$ cat src/rtl/fifo_stream_reader.sv
// Drains an upstream synchronous FIFO (1-cycle read latency) into a valid/ready
// stream through a 3-entry skid buffer, so FIFO pops never depend on m_ready.
module fifo_stream_reader #(
  parameter int D_WIDTH = 8
) (
  input  logic               clk,
  input  logic               rst,
  input  logic               fifo_empty,
  input  logic [D_WIDTH-1:0] fifo_dout,
  output logic               fifo_rd_en,
  input  logic               flush,
  output logic               m_valid,
  input  logic               m_ready,
  output logic [D_WIDTH-1:0] m_data,
  output logic [1:0]         occupancy
);

  localparam logic [1:0] LAST_SLOT = 2'd2;
  localparam logic [2:0] DEPTH     = 3'd3;

  logic [D_WIDTH-1:0] buffer_reg [3];
  logic [1:0]         head_reg;
  logic [1:0]         head_next;
  logic [1:0]         tail_reg;
  logic [1:0]         tail_next;
  logic [1:0]         count_reg;
  logic [1:0]         count_next;
  logic               inflight_reg;
  logic [2:0]         level;
  logic               capture;
  logic               pop;

  function automatic logic [1:0] wrap_inc(input logic [1:0] ptr);
    return (ptr == LAST_SLOT) ? 2'd0 : ptr + 2'd1;
  endfunction

  // Reserve a slot for the word still in flight so a capture can never overflow.
  always_comb begin
    level      = {1'b0, count_reg} + {2'b00, inflight_reg};
    fifo_rd_en = !rst && !flush && !fifo_empty && (level < DEPTH);
  end

  assign m_valid   = (count_reg != 2'd0);
  assign occupancy = count_reg;

  always_comb begin
    m_data = buffer_reg[0];
    case (head_reg)
      2'd1:    m_data = buffer_reg[1];
      2'd2:    m_data = buffer_reg[2];
      default: m_data = buffer_reg[0];
    endcase
  end

  assign capture = inflight_reg && !flush;
  assign pop     = m_valid && m_ready && !flush;

  always_comb begin
    head_next  = head_reg;
    tail_next  = tail_reg;
    count_next = count_reg;
    if (flush) begin
      head_next  = 2'd0;
      tail_next  = 2'd0;
      count_next = 2'd0;
    end else begin
      if (capture) tail_next = wrap_inc(tail_reg);
      if (pop)     head_next = wrap_inc(head_reg);
      case ({capture, pop})
        2'b10:   count_next = count_reg + 2'd1;
        2'b01:   count_next = count_reg - 2'd1;
        default: count_next = count_reg;
      endcase
    end
  end

  always_ff @(posedge clk or posedge rst) begin
    if (rst) begin
      head_reg     <= 2'd0;
      tail_reg     <= 2'd0;
      count_reg    <= 2'd0;
      inflight_reg <= 1'b0;
    end else begin
      head_reg     <= head_next;
      tail_reg     <= tail_next;
      count_reg    <= count_next;
      inflight_reg <= fifo_rd_en;
    end
  end

  always_ff @(posedge clk or posedge rst) begin
    if (rst) begin
      for (int i = 0; i < 3; i++) buffer_reg[i] <= '0;
    end else if (capture) begin
      for (int i = 0; i < 3; i++) begin
        if (tail_reg == i[1:0]) buffer_reg[i] <= fifo_dout;
      end
    end
  end

endmodule

$ cat config.mk
export PLATFORM = sky130hd
export DESIGN_NAME = fifo_stream_reader
export DESIGN_NICKNAME = d
export VERILOG_FILES = /design/src/rtl/fifo_stream_reader.sv
export SDC_FILE = /design/constraint.sdc
export NUM_CORES = 1
export LEC_CHECK = 0
export BUFFER_PORTS_ARGS = -buffer_cell sky130_fd_sc_hd__buf_2
export CORE_ASPECT_RATIO = 0.6
export CORE_MARGIN = 2
export CORE_UTILIZATION = 47
export CTS_BUF_LIST = sky130_fd_sc_hd__clkbuf_8 sky130_fd_sc_hd__clkbuf_16
export DETAILED_ROUTE_END_ITERATION = 12
export GPL_TIMING_DRIVEN = 0
export PLACE_DENSITY = 0.71
export SLEW_MARGIN = 20
export SYNTH_ARGS = -nofsm -noshare
export SYNTH_HDL_FRONTEND = slang
export SYNTH_SLANG_ARGS = --single-unit
export TNS_END_PERCENT = 100
$ cat constraint.sdc
create_clock -name clk -period 1.3 [get_ports clk]
set_input_delay 0.065 -clock clk [delete_from_list [all_inputs] [get_ports clk]]
set_output_delay 0.065 -clock clk [all_outputs]
set_load 0.02 [all_outputs]
After elaboration in Yosys (flattened, before gate mapping). Cells that the tools add are included.

Output and inout port bits: 12. Bits in registers: 31.

Add/subtract/negate cells: 5. Equality and inequality tests: 6. Muxes and demuxes: 9. $lt $le $gt $ge: 1. Reduce and logical (&&, ||, !) cells: 17.

Operators by type and width (number): $pmux 8 s2 (1); $mux 2 (7); $add 2x1->2 const B (3); $eq 2x1->1 const B (3); $eq 2x2->1 const B (3); $logic_and 1x1->1 (6); $reduce_and 2->1 (3); $reduce_bool 2->1 (3); $pmux 2 s2 (1); $add 2x1->3 (1); $logic_not 1->1 (3); $lt 3x2->1 const B (1); $reduce_bool 3->1 (1); $logic_not 2->1 (1); $sub 2x1->2 const B (1).

Depth between registers and ports, before layout.
Depth in word-level cells: 6. Gate-level depth with buffers: 6.

Worst setup path after synthesis. OpenSTA, ideal clock, no wires.

Kind: reg2reg. From: register count_reg[0], in the netlist occupancy[0]. To: register inflight_reg. Slack: -504 ps. Period minus slack after synthesis: 1804 ps. Setup time: 168 ps. Stages on the path, launching flop included: 5. Required time: 1132 ps. Arrival time: 1636 ps. Path through: dfrtp_1 -> ha_1 -> ha_1 -> or4_1 -> a21oi_1.

Longest elaborated chain between the ends: 3.

RTL lines: start: declaration (line 26) `logic [1:0] count_reg;`; start signal: assignment (line 86) `count_reg <= count_next;`; $add 2x1->3 (line 39) `level = {1'b0, count_reg} + {2'b00, inflight_reg};`; $lt 3x2->1 (line 40) `fifo_rd_en = !rst && !flush && !fifo_empty && (level < DEPTH);`; $logic_and 1x1->1 (line 40); net fifo_rd_en (line 10) `output logic fifo_rd_en,`; end signal: assignment (line 87) `inflight_reg <= fifo_rd_en;`; end: declaration (line 28) `logic inflight_reg;`.

The timed path passes the listed nets, and every way through them passes these cells. A chain may end at the register's enable or synchronous reset.

Worst setup path in the final report.
From: register count_reg[0], in the netlist occupancy[0]. To: output port fifo_rd_en.

Longest elaborated chain between the ends: 3.

RTL lines (line): $add 2x1->3 (39); $lt 3x2->1 (40); $logic_and 1x1->1 (40); end: declaration (10).

No other way between the ends.

==> key figures <==
Status
  • Run status: complete, but fails checks
  • Violations in the final reports: hold timing, setup timing

Detailed routing
  • DR vias/cell: 5.28
  • Count of nets left with antenna violations after detail routing: 0
  • Iteration-0 DRC Markers: 105
  • Total via count after detailed routing: 1072
  • Average wire per cell in the routed design: ~18 µm
  • Final WL: about 3600 µm
  • DR pass1 iterations: 4
  • Post-route met1 wirelength: 1810 µm
  • Top layer reached by signal wires: met4
  • Drc violations: 0
  • Length of routed met3 wiring: 107 µm
  • Met2 Routed Length: 1620 µm

STA
  • Actual slew at the worst max-slew pin: 0.650 ns
  • Final critical-path share of the clock period: 137%
  • Clock period minus worst slack: around 1.8 ns
  • Highest attainable clock frequency: 560 MHz
  • Total of endpoints with negative setup slack in the final report: 35
  • Unrepaired setup endpoints after global routing: yes
  • Normalized max-slew margin: a little under three fifths
  • Smallest setup slack after layout: -0.485 ns
  • Total count of hold-check failures in the final report: 31
  • Final total negative setup slack: -5.70 ns
  • Count of final max-slew check failures: 0
  • Skew final: 0.00216 ns
  • Worst hold slack across all endpoints: -0.122 ns

Global route
  • Pin count of the biggest net entering global routing: 32
  • Wire length of the first global-routing pass: 5880 µm
  • Overflow left after global routing: 0
  • GRT Util Overall: 22.4%
  • Number of antenna violations at the first check in global routing: 0
  • Vias in the first global route: 1118

Die
  • Vert. Die Dim: 47.6 µm
  • Cell row count: 15
  • Width of the die: ~77 µm
  • Top-level I/O count: 25
  • Die footprint: 0.00365 mm²
  • Initial Util: 50.6%
  • Placeable core region: around 0.003 mm²

Critical path
  • Worst Setup End Kind: output port
  • Capture point of the worst reg-to-reg path: buffer_reg[6]
  • Startpoint of the worst setup timing path: occupancy[0]
  • Register-to-Register Setup Slack: -0.17 ns
  • Worst reg2reg path startpoint: inflight_reg
  • Crit path max fanout: 2
  • Worst EP arrival: 1.72 ns
  • Kind of critical path: reg -> out
  • Capture point of the critical path: fifo_rd_en
  • Required @ worst endpoint: 1.24 ns
  • Kind of start point of the critical path: flop
  • R2R depth: 5

Power
  • Pwr/cell area: 1150 mW/mm²
  • Worst ir drop on vdd: 0.709 mV
  • Total power: 0.00263 W
  • Leakage Power: 1.00 nW

Clocking
  • Reg clk slew, reported paths: 0.06 ns
  • CTS Buf Count: 5
  • Num Clock Sinks: 31
  • Clock insertion delay at the later pin of the skew report: 0.28 ns
  • TritonCTS clock tree: built
  • Buffer depth of the longest clock path: 2
  • Root Buffer: sky130_fd_sc_hd__clkbuf_8
  • H-tree Lvls: 2

Run
  • Count of maximum capacitance violations: 0

Synthesis
  • Syn nets: 138
  • Area of the mapped netlist: around 0.0015 mm²
  • Synthesized instance count: 120
  • Mean instance size in the synthesized netlist: 12.4 µm²
  • Area fraction of the dominant cell type after synthesis: 52.0%
  • Post-synth cell types: 20
  • Yosys warns: 0
  • Register bit count reported by yosys: 31
  • Most area-consuming cells after synthesis: sky130_fd_sc_hd__dfrtp_1 (52%), sky130_fd_sc_hd__mux2_2 (19%), sky130_fd_sc_hd__ha_1 (4.2%), sky130_fd_sc_hd__a22oi_1 (4.0%), sky130_fd_sc_hd__a21oi_1 (3.4%)
  • Sequential area share after synthesis: 52.0%
  • Area leader, netlist: sky130_fd_sc_hd__dfrtp_1

Final layout
  • Register area: 777 µm²
  • Fill cell total of the finished layout: 173
  • Syn-to-layout area delta: 52.9%
  • Area used by multi-input combinational logic: approximately 980 µm²
  • Number of diodes added for antenna fixing: 0
  • Fraction of layout instances using a drive strength above 1: approximately two thirds
  • Flip-flop count of the largest register, all copies and words added: 24
  • Final #Nets: 179

Place
  • IO Port Bufs: 24
  • Routability congestion estimate: 0.690
  • Post-Place Worst Slack: -0.399 ns

Min path
  • Class of the tightest hold or removal check: in -> async
==> through the flow <==
step | area (µm²) | util, % | cells | hold WS, ns
6_report | 2280 | 77.4 | 203 | -0.122
5_1_grt | 2280 | 77.4 | 203 | -0.0652
3_5_place_dp | 1850 | 62.8 | 186 | 0.211
4_1_cts | 2240 | 75.9 | 202 | -0.0963
2_1_floorplan | 1680 | - | 120 | 0.131
3_3_place_gp | 1850 | 62.8 | 186 | 0.321
==> cells in the mapped netlist <==
| cell | n |
|---|---|
| sky130_fd_sc_hd__clkbuf_1 | 4 |
| sky130_fd_sc_hd__or4_1 | 1 |
| sky130_fd_sc_hd__and4_1 | 1 |
| sky130_fd_sc_hd__inv_1 | 5 |
| sky130_fd_sc_hd__mux2_2 | 25 |
| sky130_fd_sc_hd__or2_2 | 2 |
| sky130_fd_sc_hd__a22oi_1 | 8 |
| sky130_fd_sc_hd__o21ai_0 | 3 |
| sky130_fd_sc_hd__dfrtp_1 | 31 |
| sky130_fd_sc_hd__nand2_1 | 1 |
| sky130_fd_sc_hd__buf_4 | 1 |
| sky130_fd_sc_hd__mux2i_1 | 4 |
| sky130_fd_sc_hd__nor3_4 | 1 |
| sky130_fd_sc_hd__nand3b_1 | 1 |
| sky130_fd_sc_hd__a2111oi_0 | 1 |
| sky130_fd_sc_hd__nor2_1 | 13 |
| sky130_fd_sc_hd__a21oi_1 | 10 |
| sky130_fd_sc_hd__ha_1 | 5 |
| sky130_fd_sc_hd__nor3b_4 | 2 |
| sky130_fd_sc_hd__nand2b_4 | 1 |
==> worst min path at each step <==
stage,from,endpoint,cells after the start
2_1_floorplan,flush,tail_reg[1],1
3_3_place_gp,fifo_dout[6],buffer_reg[22],2
3_5_place_dp,rst,inflight_reg,2
4_1_cts,rst,inflight_reg,2
5_1_grt,rst,occupancy[1],2
6_report,rst,buffer_reg[19],2
==> where the power goes <==
| group | total [W] | switching (W) | internal [W] |
|---|---|---|---|
| Combinational | 0.000692 | 0.000301 | 0.000392 |
| Clock | 0.000760 | 0.000346 | 0.000414 |
| Sequential | 0.00117 | 0.0000952 | 0.00108 |
| Total | 0.00263 | 0.000742 | 0.00189 |
==> worst max-delay path: stages (launching register included) <==
cell and delay [ns]:
sky130_fd_sc_hd__dfrtp_2 0.43, sky130_fd_sc_hd__ha_4 0.17, sky130_fd_sc_hd__ha_4 0.14, sky130_fd_sc_hd__or4_4 0.42
sky130_fd_sc_hd__a21oi_4 0.14, sky130_fd_sc_hd__buf_6 0.13
==> final cells by class <==
cell class	instances	share of cell area, %
plain buffers	1	1.10
well taps	42	2.30
clock inverters	1	0.219
clock buffers	6	3.62
inverters	5	0.823
repair buffers	38	14.8
multi-input cells	79	43.1
flip-flops and latches	31	34.1
==> kinds of logic after synthesis <==
family                   count (synthesis)  share of synthesized area (%)
flip-flops                              31                           52.0
multiplexers                            29                           21.6
AO/OA/AOI/OAI                           22                           8.98
buffers and inverters                   10                           2.77
AND/OR/NAND/NOR                         23                           10.5
adder cells (fa/ha/maj)                  5                           4.19
==> cells in the final DEF, fill, tap and decap left out, types with 2 or more instances in the layout <==
cell type | synthesis | final
sky130_fd_sc_hd__a22oi_2 | 0 | 7
sky130_fd_sc_hd__ha_4 | 0 | 5
sky130_fd_sc_hd__nor2_4 | 0 | 3
sky130_fd_sc_hd__a21oi_2 | 0 | 3
sky130_fd_sc_hd__buf_4 | 1 | 5
sky130_fd_sc_hd__buf_2 | 0 | 15
sky130_fd_sc_hd__a21oi_4 | 0 | 6
sky130_fd_sc_hd__or2_2 | 2 | 2
sky130_fd_sc_hd__buf_6 | 0 | 16
sky130_fd_sc_hd__mux2_4 | 0 | 24
sky130_fd_sc_hd__mux2i_1 | 4 | 4
sky130_fd_sc_hd__dfrtp_1 | 31 | 30
sky130_fd_sc_hd__clkbuf_16 | 0 | 2
sky130_fd_sc_hd__nor3b_4 | 2 | 2
sky130_fd_sc_hd__inv_2 | 0 | 3
sky130_fd_sc_hd__clkbuf_8 | 0 | 6
sky130_fd_sc_hd__inv_1 | 5 | 2
sky130_fd_sc_hd__nor2_2 | 0 | 2
sky130_fd_sc_hd__nor2_1 | 13 | 8
==> per-layer routing <==
layer | global-route usage (%) | vias up
met5 | 0 | -
met4 | 7.64 | 0
met3 | 5.47 | 4
met2 | 35.8 | 19
met1 | 31.1 | 541
li1 | - | 508
==> what timing repair did <==
| action | in CTS | in global routing |
|---|---|---|
| setup endpoints to repair | 35 | 37 |
| setup buffers | 11 | 3 |
| gates cloned | 1 | 0 |
| hold endpoints to repair | 31 | 31 |
| pin swaps | 11 | 10 |
| resized for setup | 53 | 12 |
Power figures use the tool's default switching activity.
